[config.mk]
export PLATFORM = sky130hd
export DESIGN_NAME = mpadder_seq_flat
export DESIGN_NICKNAME = d
export VERILOG_FILES = /design/src/rtl/mpadder_pkg.sv /design/src/rtl/mpadder_seq_if.sv /design/src/rtl/mpadder_seq_stepctr.sv /design/src/rtl/mpadder_seq.sv /design/src/flat_wrapper.sv
export SDC_FILE = /design/constraint.sdc
export NUM_CORES = 1
export LEC_CHECK = 0
export ABC_AREA = 0
export BUFFER_PORTS_ARGS = -buffer_cell sky130_fd_sc_hd__buf_2
export CAP_MARGIN = 30
export CORE_AREA = 2 2 611 613
export DETAILED_ROUTE_END_ITERATION = 10
export DIE_AREA = 0 0 613 615
export PLACE_DENSITY = 0.3
export SETUP_SLACK_MARGIN = 0.2
export SLEW_MARGIN = 10
export SYNTH_ARGS = -nofsm -noshare
export SYNTH_HDL_FRONTEND = slang
export SYNTH_SLANG_ARGS = --single-unit
[constraint.sdc]
create_clock -name clk -period 29.4 [get_ports clk]
set_input_delay 2.94 -clock clk [delete_from_list [all_inputs] [get_ports clk]]
set_output_delay 2.94 -clock clk [all_outputs]
set_load 0.05 [all_outputs]
[src/rtl/mpadder_pkg.sv]
// Shared types and constants for the mpadder command sequencer.
package mpadder_pkg;

    localparam int DEF_WIDTH    = 514;
    localparam int DEF_NCHUNK   = 5;
    localparam int DEF_SELW     = 4;
    localparam int SEL_IDLE     = 8;
    localparam int FLUSH_CYCLES = 2;

    typedef enum logic [2:0] {
        ST_IDLE    = 3'd0,
        ST_ACCUM   = 3'd1,
        ST_RESOLVE = 3'd2,
        ST_SUB     = 3'd3,
        ST_FLUSH   = 3'd4,
        ST_DONE    = 3'd5
    } seq_state_t;

endpackage

[src/rtl/mpadder_seq_if.sv]
// Operand stream from the loop controller plus the command bus to mpadder.
// The master modport is the sequencer side; slave is the environment side.
interface mpadder_seq_if
    import mpadder_pkg::*;
#(
    parameter int WIDTH = DEF_WIDTH,
    parameter int SELW  = DEF_SELW
);
    logic             op_valid;
    logic [WIDTH-1:0] op_data;
    logic             op_last;
    logic             op_ready;

    logic [WIDTH-1:0] add_in_a;
    logic             add_subtract;
    logic             add_shift;
    logic             add_enableC;
    logic [SELW-1:0]  add_sel;
    logic             add_czero;

    modport master (
        input  op_valid, op_data, op_last, add_czero,
        output op_ready, add_in_a, add_subtract, add_shift, add_enableC, add_sel
    );

    modport slave (
        output op_valid, op_data, op_last, add_czero,
        input  op_ready, add_in_a, add_subtract, add_shift, add_enableC, add_sel
    );

endinterface

[src/rtl/mpadder_seq_stepctr.sv]
// Chunk-select counter (0..NCHUNK-1, also reused to count flush cycles)
// and a saturating 4-bit subtract-pass counter, both steered by the FSM.
module mpadder_seq_stepctr
    import mpadder_pkg::*;
#(
    parameter int NCHUNK = DEF_NCHUNK,
    parameter int SELW   = DEF_SELW
)(
    input  logic            clk,
    input  logic            reset,
    input  logic            i_chunk_clr,
    input  logic            i_chunk_load,
    input  logic [SELW-1:0] i_chunk_val,
    input  logic            i_chunk_en,
    output logic [SELW-1:0] o_chunk,
    output logic            o_chunk_tc,
    input  logic            i_pass_clr,
    input  logic            i_pass_en,
    output logic [3:0]      o_pass
);

    localparam logic [SELW-1:0] LP_LAST = SELW'(NCHUNK - 1);

    logic [SELW-1:0] r_chunk;
    logic [3:0]      r_pass;

    // Chunk counter: clear beats load beats increment.
    always_ff @(posedge clk or posedge reset) begin
        if (reset) begin
            r_chunk <= '0;
        end else if (i_chunk_clr) begin
            r_chunk <= '0;
        end else if (i_chunk_load) begin
            r_chunk <= i_chunk_val;
        end else if (i_chunk_en) begin
            r_chunk <= r_chunk + 1'b1;
        end
    end

    // Pass counter saturates at 15 so max_pass=15 never sees a wrap to 0.
    always_ff @(posedge clk or posedge reset) begin
        if (reset) begin
            r_pass <= '0;
        end else if (i_pass_clr) begin
            r_pass <= '0;
        end else if (i_pass_en && (r_pass != 4'hF)) begin
            r_pass <= r_pass + 1'b1;
        end
    end

    assign o_chunk    = r_chunk;
    assign o_chunk_tc = (r_chunk == LP_LAST);
    assign o_pass     = r_pass;

endmodule

[src/rtl/mpadder_seq.sv]
// Command sequencer for mpadder: operand accumulate, carry-resolve sweep,
// conditional modulus-subtract passes, flush, done.
//
// The state names the command scheduled for the NEXT clock edge; every
// adder output is registered, so a command chosen at edge k is visible
// during cycle k+1.
//
// state   | meaning
// IDLE    | waiting for start; adder outputs idle
// ACCUM   | op_ready=1; each handshake registers one add command
// RESOLVE | issue sel=0..NCHUNK-1 carry sweep
// SUB     | issue subtract passes; at chunk 0 after a pass, check czero/limit
// FLUSH   | issue idle commands until FLUSH_CYCLES have been emitted
// DONE    | register the done pulse and final overflow
module mpadder_seq
    import mpadder_pkg::*;
#(
    parameter int WIDTH  = DEF_WIDTH,
    parameter int NCHUNK = DEF_NCHUNK,
    parameter int SELW   = DEF_SELW
)(
    input  logic             clk,
    input  logic             reset,
    input  logic             start,
    input  logic [3:0]       max_pass,
    input  logic [WIDTH-1:0] sub_data,
    output logic             busy,
    output logic             done,
    output logic             overflow,
    mpadder_seq_if.master    bus
);

    localparam logic [SELW-1:0] LP_SEL_IDLE   = SELW'(SEL_IDLE);
    localparam logic [SELW-1:0] LP_FLUSH_LAST = SELW'(FLUSH_CYCLES - 1);

    seq_state_t       r_state;
    logic             r_op_ready;
    logic [WIDTH-1:0] r_in_a;
    logic             r_subtract;
    logic             r_shift;
    logic             r_enablec;
    logic [SELW-1:0]  r_sel;
    logic             r_busy;
    logic             r_done;
    logic             r_overflow;
    logic             r_ovf_pend;
    logic [3:0]       r_max_pass;

    seq_state_t       w_state_nxt;
    logic             w_op_ready_nxt;
    logic [WIDTH-1:0] w_in_a_nxt;
    logic             w_subtract_nxt;
    logic             w_shift_nxt;
    logic             w_enablec_nxt;
    logic [SELW-1:0]  w_sel_nxt;
    logic             w_busy_nxt;
    logic             w_done_nxt;
    logic             w_overflow_nxt;
    logic             w_ovf_pend_nxt;
    logic             w_max_pass_ld;

    logic             w_chunk_clr;
    logic             w_chunk_load;
    logic [SELW-1:0]  w_chunk_val;
    logic             w_chunk_en;
    logic [SELW-1:0]  w_chunk;
    logic             w_chunk_tc;
    logic             w_pass_clr;
    logic             w_pass_en;
    logic [3:0]       w_pass;

    logic             w_accept;
    logic             w_pass_end;

    assign w_accept   = r_op_ready & bus.op_valid;
    // Chunk 0 with a nonzero pass count means a pass just finished and the
    // adder's carry-zero flag for that pass is on the input this cycle.
    assign w_pass_end = (w_chunk == '0) && (w_pass != 4'd0);

    mpadder_seq_stepctr #(
        .NCHUNK (NCHUNK),
        .SELW   (SELW)
    ) u_stepctr (
        .clk          (clk),
        .reset        (reset),
        .i_chunk_clr  (w_chunk_clr),
        .i_chunk_load (w_chunk_load),
        .i_chunk_val  (w_chunk_val),
        .i_chunk_en   (w_chunk_en),
        .o_chunk      (w_chunk),
        .o_chunk_tc   (w_chunk_tc),
        .i_pass_clr   (w_pass_clr),
        .i_pass_en    (w_pass_en),
        .o_pass       (w_pass)
    );

    // Next state, next registered outputs and counter controls.
    always_comb begin
        w_state_nxt    = r_state;
        w_op_ready_nxt = r_op_ready;
        w_in_a_nxt     = '0;
        w_subtract_nxt = 1'b0;
        w_shift_nxt    = 1'b0;
        w_enablec_nxt  = 1'b0;
        w_sel_nxt      = LP_SEL_IDLE;
        w_busy_nxt     = r_busy;
        w_done_nxt     = 1'b0;
        w_overflow_nxt = r_overflow;
        w_ovf_pend_nxt = r_ovf_pend;
        w_max_pass_ld  = 1'b0;
        w_chunk_clr    = 1'b0;
        w_chunk_load   = 1'b0;
        w_chunk_val    = '0;
        w_chunk_en     = 1'b0;
        w_pass_clr     = 1'b0;
        w_pass_en      = 1'b0;

        case (r_state)
            ST_IDLE: begin
                w_busy_nxt = 1'b0;
                if (start) begin
                    w_state_nxt    = ST_ACCUM;
                    w_op_ready_nxt = 1'b1;
                    w_busy_nxt     = 1'b1;
                    w_overflow_nxt = 1'b0;
                    w_ovf_pend_nxt = 1'b0;
                    w_max_pass_ld  = 1'b1;
                    w_chunk_clr    = 1'b1;
                    w_pass_clr     = 1'b1;
                end
            end

            ST_ACCUM: begin
                if (w_accept) begin
                    w_in_a_nxt    = bus.op_data;
                    w_enablec_nxt = 1'b1;
                    w_shift_nxt   = bus.op_last;
                    if (bus.op_last) begin
                        w_state_nxt    = ST_RESOLVE;
                        w_op_ready_nxt = 1'b0;
                        w_chunk_clr    = 1'b1;
                    end
                end
            end

            ST_RESOLVE: begin
                w_sel_nxt = w_chunk;
                if (w_chunk_tc) begin
                    w_chunk_clr = 1'b1;
                    w_pass_clr  = 1'b1;
                    w_state_nxt = (r_max_pass == 4'd0) ? ST_FLUSH : ST_SUB;
                end else begin
                    w_chunk_en = 1'b1;
                end
            end

            ST_SUB: begin
                if (w_pass_end && (bus.add_czero || (w_pass == r_max_pass))) begin
                    // This edge already emits the first flush cycle.
                    w_state_nxt    = ST_FLUSH;
                    w_ovf_pend_nxt = ~bus.add_czero;
                    w_chunk_load   = 1'b1;
                    w_chunk_val    = SELW'(1);
                end else begin
                    w_sel_nxt      = w_chunk;
                    w_subtract_nxt = 1'b1;
                    w_in_a_nxt     = sub_data;
                    if (w_chunk_tc) begin
                        w_chunk_clr = 1'b1;
                        w_pass_en   = 1'b1;
                    end else begin
                        w_chunk_en = 1'b1;
                    end
                end
            end

            ST_FLUSH: begin
                if (w_chunk == LP_FLUSH_LAST) begin
                    w_state_nxt = ST_DONE;
                end else begin
                    w_chunk_en = 1'b1;
                end
            end

            ST_DONE: begin
                w_done_nxt     = 1'b1;
                w_overflow_nxt = r_ovf_pend;
                w_state_nxt    = ST_IDLE;
            end

            default: begin
                w_state_nxt    = ST_IDLE;
                w_op_ready_nxt = 1'b0;
                w_busy_nxt     = 1'b0;
            end
        endcase
    end

    // State, registered outputs and the latched pass limit.
    always_ff @(posedge clk or posedge reset) begin
        if (reset) begin
            r_state    <= ST_IDLE;
            r_op_ready <= 1'b0;
            r_in_a     <= '0;
            r_subtract <= 1'b0;
            r_shift    <= 1'b0;
            r_enablec  <= 1'b0;
            r_sel      <= LP_SEL_IDLE;
            r_busy     <= 1'b0;
            r_done     <= 1'b0;
            r_overflow <= 1'b0;
            r_ovf_pend <= 1'b0;
            r_max_pass <= '0;
        end else begin
            r_state    <= w_state_nxt;
            r_op_ready <= w_op_ready_nxt;
            r_in_a     <= w_in_a_nxt;
            r_subtract <= w_subtract_nxt;
            r_shift    <= w_shift_nxt;
            r_enablec  <= w_enablec_nxt;
            r_sel      <= w_sel_nxt;
            r_busy     <= w_busy_nxt;
            r_done     <= w_done_nxt;
            r_overflow <= w_overflow_nxt;
            r_ovf_pend <= w_ovf_pend_nxt;
            if (w_max_pass_ld) begin
                r_max_pass <= max_pass;
            end
        end
    end

    assign bus.op_ready     = r_op_ready;
    assign bus.add_in_a     = r_in_a;
    assign bus.add_subtract = r_subtract;
    assign bus.add_shift    = r_shift;
    assign bus.add_enableC  = r_enablec;
    assign bus.add_sel      = r_sel;
    assign busy             = r_busy;
    assign done             = r_done;
    assign overflow         = r_overflow;

endmodule

[src/flat_wrapper.sv]
// flat-port wrapper written by rule: the top's interface ports become plain ports
module mpadder_seq_flat import mpadder_pkg::*;
#(
    parameter int WIDTH  = DEF_WIDTH,
    parameter int NCHUNK = DEF_NCHUNK,
    parameter int SELW   = DEF_SELW
)
  (clk, reset, start, max_pass, sub_data, busy, done, overflow, bus_op_valid, bus_op_data, bus_op_last, bus_add_czero, bus_op_ready, bus_add_in_a, bus_add_subtract, bus_add_shift, bus_add_enableC, bus_add_sel);
  mpadder_seq_if #(.WIDTH(WIDTH), .SELW(SELW)) bus_i ();
  input  logic clk;
  input  logic reset;
  input  logic start;
  input  logic [3:0] max_pass;
  input  logic [WIDTH-1:0] sub_data;
  output logic busy;
  output logic done;
  output logic overflow;
  input wire logic [$bits(bus_i.op_valid)-1:0] bus_op_valid;
  input wire logic [$bits(bus_i.op_data)-1:0] bus_op_data;
  input wire logic [$bits(bus_i.op_last)-1:0] bus_op_last;
  input wire logic [$bits(bus_i.add_czero)-1:0] bus_add_czero;
  output wire logic [$bits(bus_i.op_ready)-1:0] bus_op_ready;
  output wire logic [$bits(bus_i.add_in_a)-1:0] bus_add_in_a;
  output wire logic [$bits(bus_i.add_subtract)-1:0] bus_add_subtract;
  output wire logic [$bits(bus_i.add_shift)-1:0] bus_add_shift;
  output wire logic [$bits(bus_i.add_enableC)-1:0] bus_add_enableC;
  output wire logic [$bits(bus_i.add_sel)-1:0] bus_add_sel;
  assign bus_i.op_valid = bus_op_valid;
  assign bus_i.op_data = bus_op_data;
  assign bus_i.op_last = bus_op_last;
  assign bus_i.add_czero = bus_add_czero;
  assign bus_op_ready = bus_i.op_ready;
  assign bus_add_in_a = bus_i.add_in_a;
  assign bus_add_subtract = bus_i.add_subtract;
  assign bus_add_shift = bus_i.add_shift;
  assign bus_add_enableC = bus_i.add_enableC;
  assign bus_add_sel = bus_i.add_sel;
  mpadder_seq #(.WIDTH(WIDTH), .NCHUNK(NCHUNK), .SELW(SELW)) u_core (.clk(clk), .reset(reset), .start(start), .max_pass(max_pass), .sub_data(sub_data), .busy(busy), .done(done), .overflow(overflow), .bus(bus_i));
endmodule
# --- Word level (Yosys, flattened, before mapping) ---
# Cells that the tools add are included.
word_totals:
  ff_bits: 541
  input_bits: 1038
  out_inout_bits: 525
  wordCells: 103
classes:
  n_addsub: 2
  eq_ne: 15
  n_mux: 51
  n_bitwise: 3
  reduce_logical: 18
op_table:
  columns: ["op", "n"]
  rows:
  - ["two-way mux 514 bit", 2]
  - ["one-hot mux 514 bit (2 select lines)", 1]
  - ["two-way mux 4 bit", 7]
  - ["two-way mux 1 bit", 25]
  - ["two-way mux 3 bit", 7]
  - ["one-hot mux 3 bit (5 select lines)", 1]
  - ["adder 4 x 1 -> 4 bit (second input constant)", 2]
  - ["zero test 4 bit", 2]
  - ["one-hot mux 1 bit (2 select lines)", 4]
  - ["one-hot mux 4 bit (2 select lines)", 1]
  - ["equality test 3 x 2 -> 1 bit (second input constant)", 2]
  - ["equality test 3 bit (second input constant)", 2]
  - ["!= test 2 x 1 -> 1 bit (second input constant)", 3]
  - ["!= test 2 bit (second input constant)", 3]
  - ["one-hot mux 1 bit (3 select lines)", 2]
  - ["AND reduction 6 bit", 1]
  - ["nonzero test 2 bit", 3]
  - ["OR reduction 5 bit", 1]
  - ["equality test 4 x 1 -> 1 bit (second input constant)", 1]
  - ["equality test 4 x 3 -> 1 bit (second input constant)", 1]
  - ["equality test 4 bit", 1]
  - ["!= test 4 bit (second input constant)", 1]
  - ["one-hot mux 1 bit (4 select lines)", 1]
  - ["AND reduction 4 bit", 1]
  - ["11 further kinds", 14]

# --- Longest topological paths before layout ---
depth:
  ltp_word: 8
  depth_mapped: 9
  ltp_nobuf: 7

# --- Hierarchy ---
# A second synthesis with hierarchy kept.
hier_totals:
  cells_unflattened: 1294
  area_unflattened_um2: 19774.0
modules_own_cells:
  columns: ["module", "instances", "cells_each", "area_each_um2", "seq_area_each_um2"]
  rows:
  - ["mpadder_seq", 1, 1247, 19289.8, 13339.0]
  - ["mpadder_seq_stepctr", 1, 47, 484.2, 200.2]

# --- Worst setup path after synthesis ---
# No wires, ideal clock.
synth_path:
  path_kind: "in2reg"
  start: "input bus_add_czero"
  end: "register u_core.r_in_a[371] (netlist: u_core.bus.add_in_a[371])"
  setup_time_ps: 66
  arrival_time_ps: 4033
  required_ps: 29334
  path_slack_ps: 25300
  path_stages: 6
  n_path_buf: 2
  cell_sequence: "a41oi_2 -> a211oi_4 -> nor2_1 -> buf_2 -> buf_1 -> a22o_1"
synth_via:
  elab_chain_cells: 4
synth_lines:
  columns: ["item", "line", "source"]
  rows:
  - ["start: declaration", "flat_wrapper.sv:21", "input wire logic [$bits(bus_i.add_czero)-1:0] bus_add_czero;"]
  - ["logical OR 1 bit", "mpadder_seq.sv:158", "if (w_pass_end && (bus.add_czero || (w_pass == r_max_pass))) begin"]
  - ["logical AND 1 bit", "mpadder_seq.sv:158", null]
  - ["two-way mux 514 bit", "mpadder_seq.sv:158", null]
  - ["one-hot mux 514 bit (2 select lines)", "mpadder_seq.sv:118", "case (r_state)"]
  - ["named net u_core.w_in_a_nxt[371]", "mpadder_seq.sv:51", "logic [WIDTH-1:0] w_in_a_nxt;"]
  - ["end signal: assignment", "mpadder_seq.sv:217", "r_in_a <= w_in_a_nxt;"]
  - ["end: declaration", "mpadder_seq.sv:38", "logic [WIDTH-1:0] r_in_a;"]
# The timed path passes the listed nets, and every way through them passes these cells.
# A chain may end at the register's enable or synchronous reset.

# --- Final worst setup path ---
layout_path:
  start: "input bus_add_czero"
  end: "register u_core.r_in_a[166] (netlist: u_core.bus.add_in_a[166])"
# The elaborated chain is that of the path after synthesis.

==> impl_metrics.env <==
export IMPL_status="completed"
export IMPL_syn_inst=1278
export IMPL_power_density_nw_per_um2=118
export IMPL_cts_tree="done"
export IMPL_async_flop_share_pct=100
export IMPL_cp_slowest_cell="buf_4"
export IMPL_p_seq_share_pct=26.7
export IMPL_cpLargestDelayFamily="buffers and inverters"
export IMPL_path_common_cell="buf_4"
export IMPL_gp_congestion=0.907
export IMPL_end_kind="register"
export IMPL_multi_input_area_sq_um=5190
export IMPL_final_net_count=3874
export IMPL_synth_warning_count=0
export IMPL_via_per_inst=2.66
export IMPL_post_drt_wl_per_cell_um=33.0
export IMPL_post_cts_resized=0
export IMPL_peakVddDrop_mv=0.0978
export IMPL_drc_errors=0
export IMPL_drt_iter0_markers=1227
export IMPL_grtUsageTotal_pct=13.5
export IMPL_numCtsBuffers=82
export IMPL_dp_hpwl_mm=236
export IMPL_combPwrFrac_pct=48.5
export IMPL_syn2layout_area_growth_pct=85.3
export IMPL_p_switching_w=0.00219
export IMPL_start_kind="input pin"
export IMPL_first_pass_iters=5
export IMPL_syn_nets=2321
export IMPL_hold_viol=0
export IMPL_swShare_pct=51.2
export IMPL_cap_violations=0
export IMPL_fmax_mhz=184
export IMPL_clk_pin_slew_ns=0.06
export IMPL_htreeDepth=3
export IMPL_die_area_sq_um=377000
export IMPL_p_int_w=0.00209
export IMPL_crit_type="input pin to register"
export IMPL_finalClockSkew_ns=0.0480
export IMPL_initial_core_util_pct=5.27
export IMPL_fin_cells=7983
export IMPL_grt_max_degree=178
export IMPL_seq_area_frac_synth_pct=69.3
export IMPL_synth_area_top_cells="dfrtp_1 (69%), a22o_1 (23%), buf_6 (2.6%)"
export IMPL_cts_buffer_depth=4
export IMPL_cp_data_arrival_time_ns=6.14
export IMPL_finalCritPeriodShare_pct=18.5
export IMPL_register_area_sq_um=13500
export IMPL_synth_top_area_cell="dfrtp_1"
export IMPL_grt_pass1_wl_mm=310
export IMPL_wirelength_mm=263
export IMPL_synth_most_common_cell="dfrtp_1"
export IMPL_clock_sinks=541
export IMPL_path_max_fanout=77
export IMPL_num_vias=21200
export IMPL_ant_nets=0
export IMPL_grt_pass1_vias=20900
export IMPL_hold_buffers=0
export IMPL_drv_slew=0
export IMPL_post_cts_repair_setup_buffers=0
export IMPL_pin_count=1563
export IMPL_rows=224
export IMPL_netlist_area_sq_um=19500
export IMPL_root_buffer="clkbuf_16"
export IMPL_path_cells="buf_2 -> a41oi_2 -> a211oi_4 -> nor2_4 -> buf_4 -> buf_4 -> a22o_1"
export IMPL_p_clk_share_pct=24.7
export IMPL_antenna_found_initial=437
export IMPL_worstMarginPinSlew_ns=1.25
export IMPL_dp_cells=7715
export IMPL_min_path_type="register to register"
export IMPL_p_leak_nw=17.8
export IMPL_ys_top_cells_by_count="dfrtp_1 (540), a22o_1 (514), clkbuf_1 (48), buf_6 (45), buf_1 (14)"
export IMPL_ys_types=45
export IMPL_avgSynthCellArea_sq_um=15.3
export IMPL_synth_edff_count=0
export IMPL_die_h_um=615
export IMPL_critPathRequiredTime_ns=30.11
export IMPL_n_fill_cell=42900
export IMPL_insertion_delay_ns=0.80
export IMPL_drive_above_1_share_pct=60.0
export IMPL_setup_viol=0
export IMPL_max_slew_margin_pct=16.9
export IMPL_synthFlopType="dfrtp_1"
export IMPL_core_sq_um=371000
export IMPL_crit_path_max_incr_delay_ns=0.84
export IMPL_synth_ff_latch_count=541
export IMPL_grt_overflow_total=0
export IMPL_timing_hold_ws_ns=0.523
export IMPL_cp_num_buf_inv=3
export IMPL_fin_crit_ns=5.43
export IMPL_port_buffers=1562
export IMPL_power_total_w=0.00427
export IMPL_final_setup_tns_ns=0
export IMPL_yosysTopAreaCellShare_pct=69.1
export IMPL_die_w_um=613
export IMPL_rsz0062_at_grt="no"
[power groups by stage]
stage	clock network, W	logic (W)	registers [W]
after floorplan	0	0.000472	0.00204
after global placement	0	0.00211	0.00117
after detailed placement	0	0.00212	0.00116
after CTS	0.00111	0.00212	0.00115
after global routing	0.00113	0.00216	0.00117
final	0.00106	0.00207	0.00114
[cell type report]
cell class	instances	share of cell area, %
Antenna cell	119	0.822
Clock buffer	109	6.42
Clock inverter	36	1.29
Inverter	9	0.114
Multi-Input combinational cell	609	14.3
Sequential cell	541	37.4
Tap cell	4972	17.2
Timing Repair Buffer	1588	22.5
[placed cells by master (no fill, tap or decap), types with 5 or more instances in the layout]
cell type,netlist,routed
nor2_1,8,7
clkinv_2,0,12
xnor2_1,7,7
clkbuf_8,0,15
o21ai_0,6,6
buf_2,11,1562
nand2_1,11,11
buf_16,0,5
dfrtp_1,540,540
a21oi_1,5,5
clkinv_4,0,7
diode_2,0,119
buf_4,1,19
a22o_1,514,514
inv_1,9,8
clkbuf_16,0,83
clkbuf_1,48,11
nor3_1,5,5
bufinv_16,0,8
inv_6,0,6
ha_1,5,5
[worst register-to-register path, cell delays in order, from the launching register on]
cell      delay, ns
dfrtp_1        0.42
inv_1          0.10
ha_1           0.24
or3b_4         0.26
a211oi_4       0.07
nor2_4         0.55
buf_4          0.77
buf_4          0.97
a22o_1         0.35
[per-layer routing]
metal  GRT usage [%]  share of wire, %  vias up
met2            21.8                45     1761
met4            3.23               3.7      288
met5               0              0.74        -
met1            13.7                34    10000
li1                -                 -     8207
met3            10.2                17      975
[metrics by stage]
step           worst slack (ns)  area (sq um)  utilization (%)
6_report                  23.97         36200             9.77
5_1_grt                   23.84         36000             9.70
4_1_cts                   24.00         35800             9.66
3_5_place_dp              23.12         33000             8.90
3_3_place_gp              23.19         33000             8.90
2_1_floorplan             11.34         19500                -
[path summary, 6_finish.rpt]
| kind | start | to | slack, ns | cells after the start |
|---|---|---|---|---|
| max reg2reg | u_core.u_stepctr.o_chunk[0] | u_core.bus.add_in_a[166] | 25.56 | 8 |
| max in group asynchronous | reset | u_core.bus.add_in_a[265] | 24.60 | 5 |
| min in group asynchronous | reset | u_core.bus.add_in_a[363] | 2.20 | 2 |
| min | u_core.r_ovf_pend | u_core.overflow | 0.52 | 2 |
| max | bus_add_czero | u_core.bus.add_in_a[166] | 23.97 | 7 |
| min reg2reg | u_core.r_ovf_pend | u_core.overflow | 0.52 | 2 |
[registers in the layout, indices dropped and copies added (netlist names)]
name	count
u_core.done	1
u_core.bus.op_ready	1
u_core.bus.add_in_a	514
u_core.u_stepctr.o_pass	4
u_core.u_stepctr.o_chunk	4
u_core.overflow	1
u_core.busy	1
u_core.r_max_pass	4
u_core.bus.add_enableC	1
u_core.bus.add_sel	4
u_core.bus.add_shift	1
u_core.bus.add_subtract	1
u_core.r_state	3
u_core.r_ovf_pend	1
[cell families after synthesis]
kind of cell             share of synthesized area [%]
multiplexers                                     0.384
XOR/XNOR                                         0.358
buffers and inverters                             4.28
adder cells (fa/ha/maj)                          0.320
AO/OA/AOI/OAI                                     24.1
flip-flops                                        69.3
AND/OR/NAND/NOR                                   1.28
Note: power is estimated with default switching activity, not from simulation.
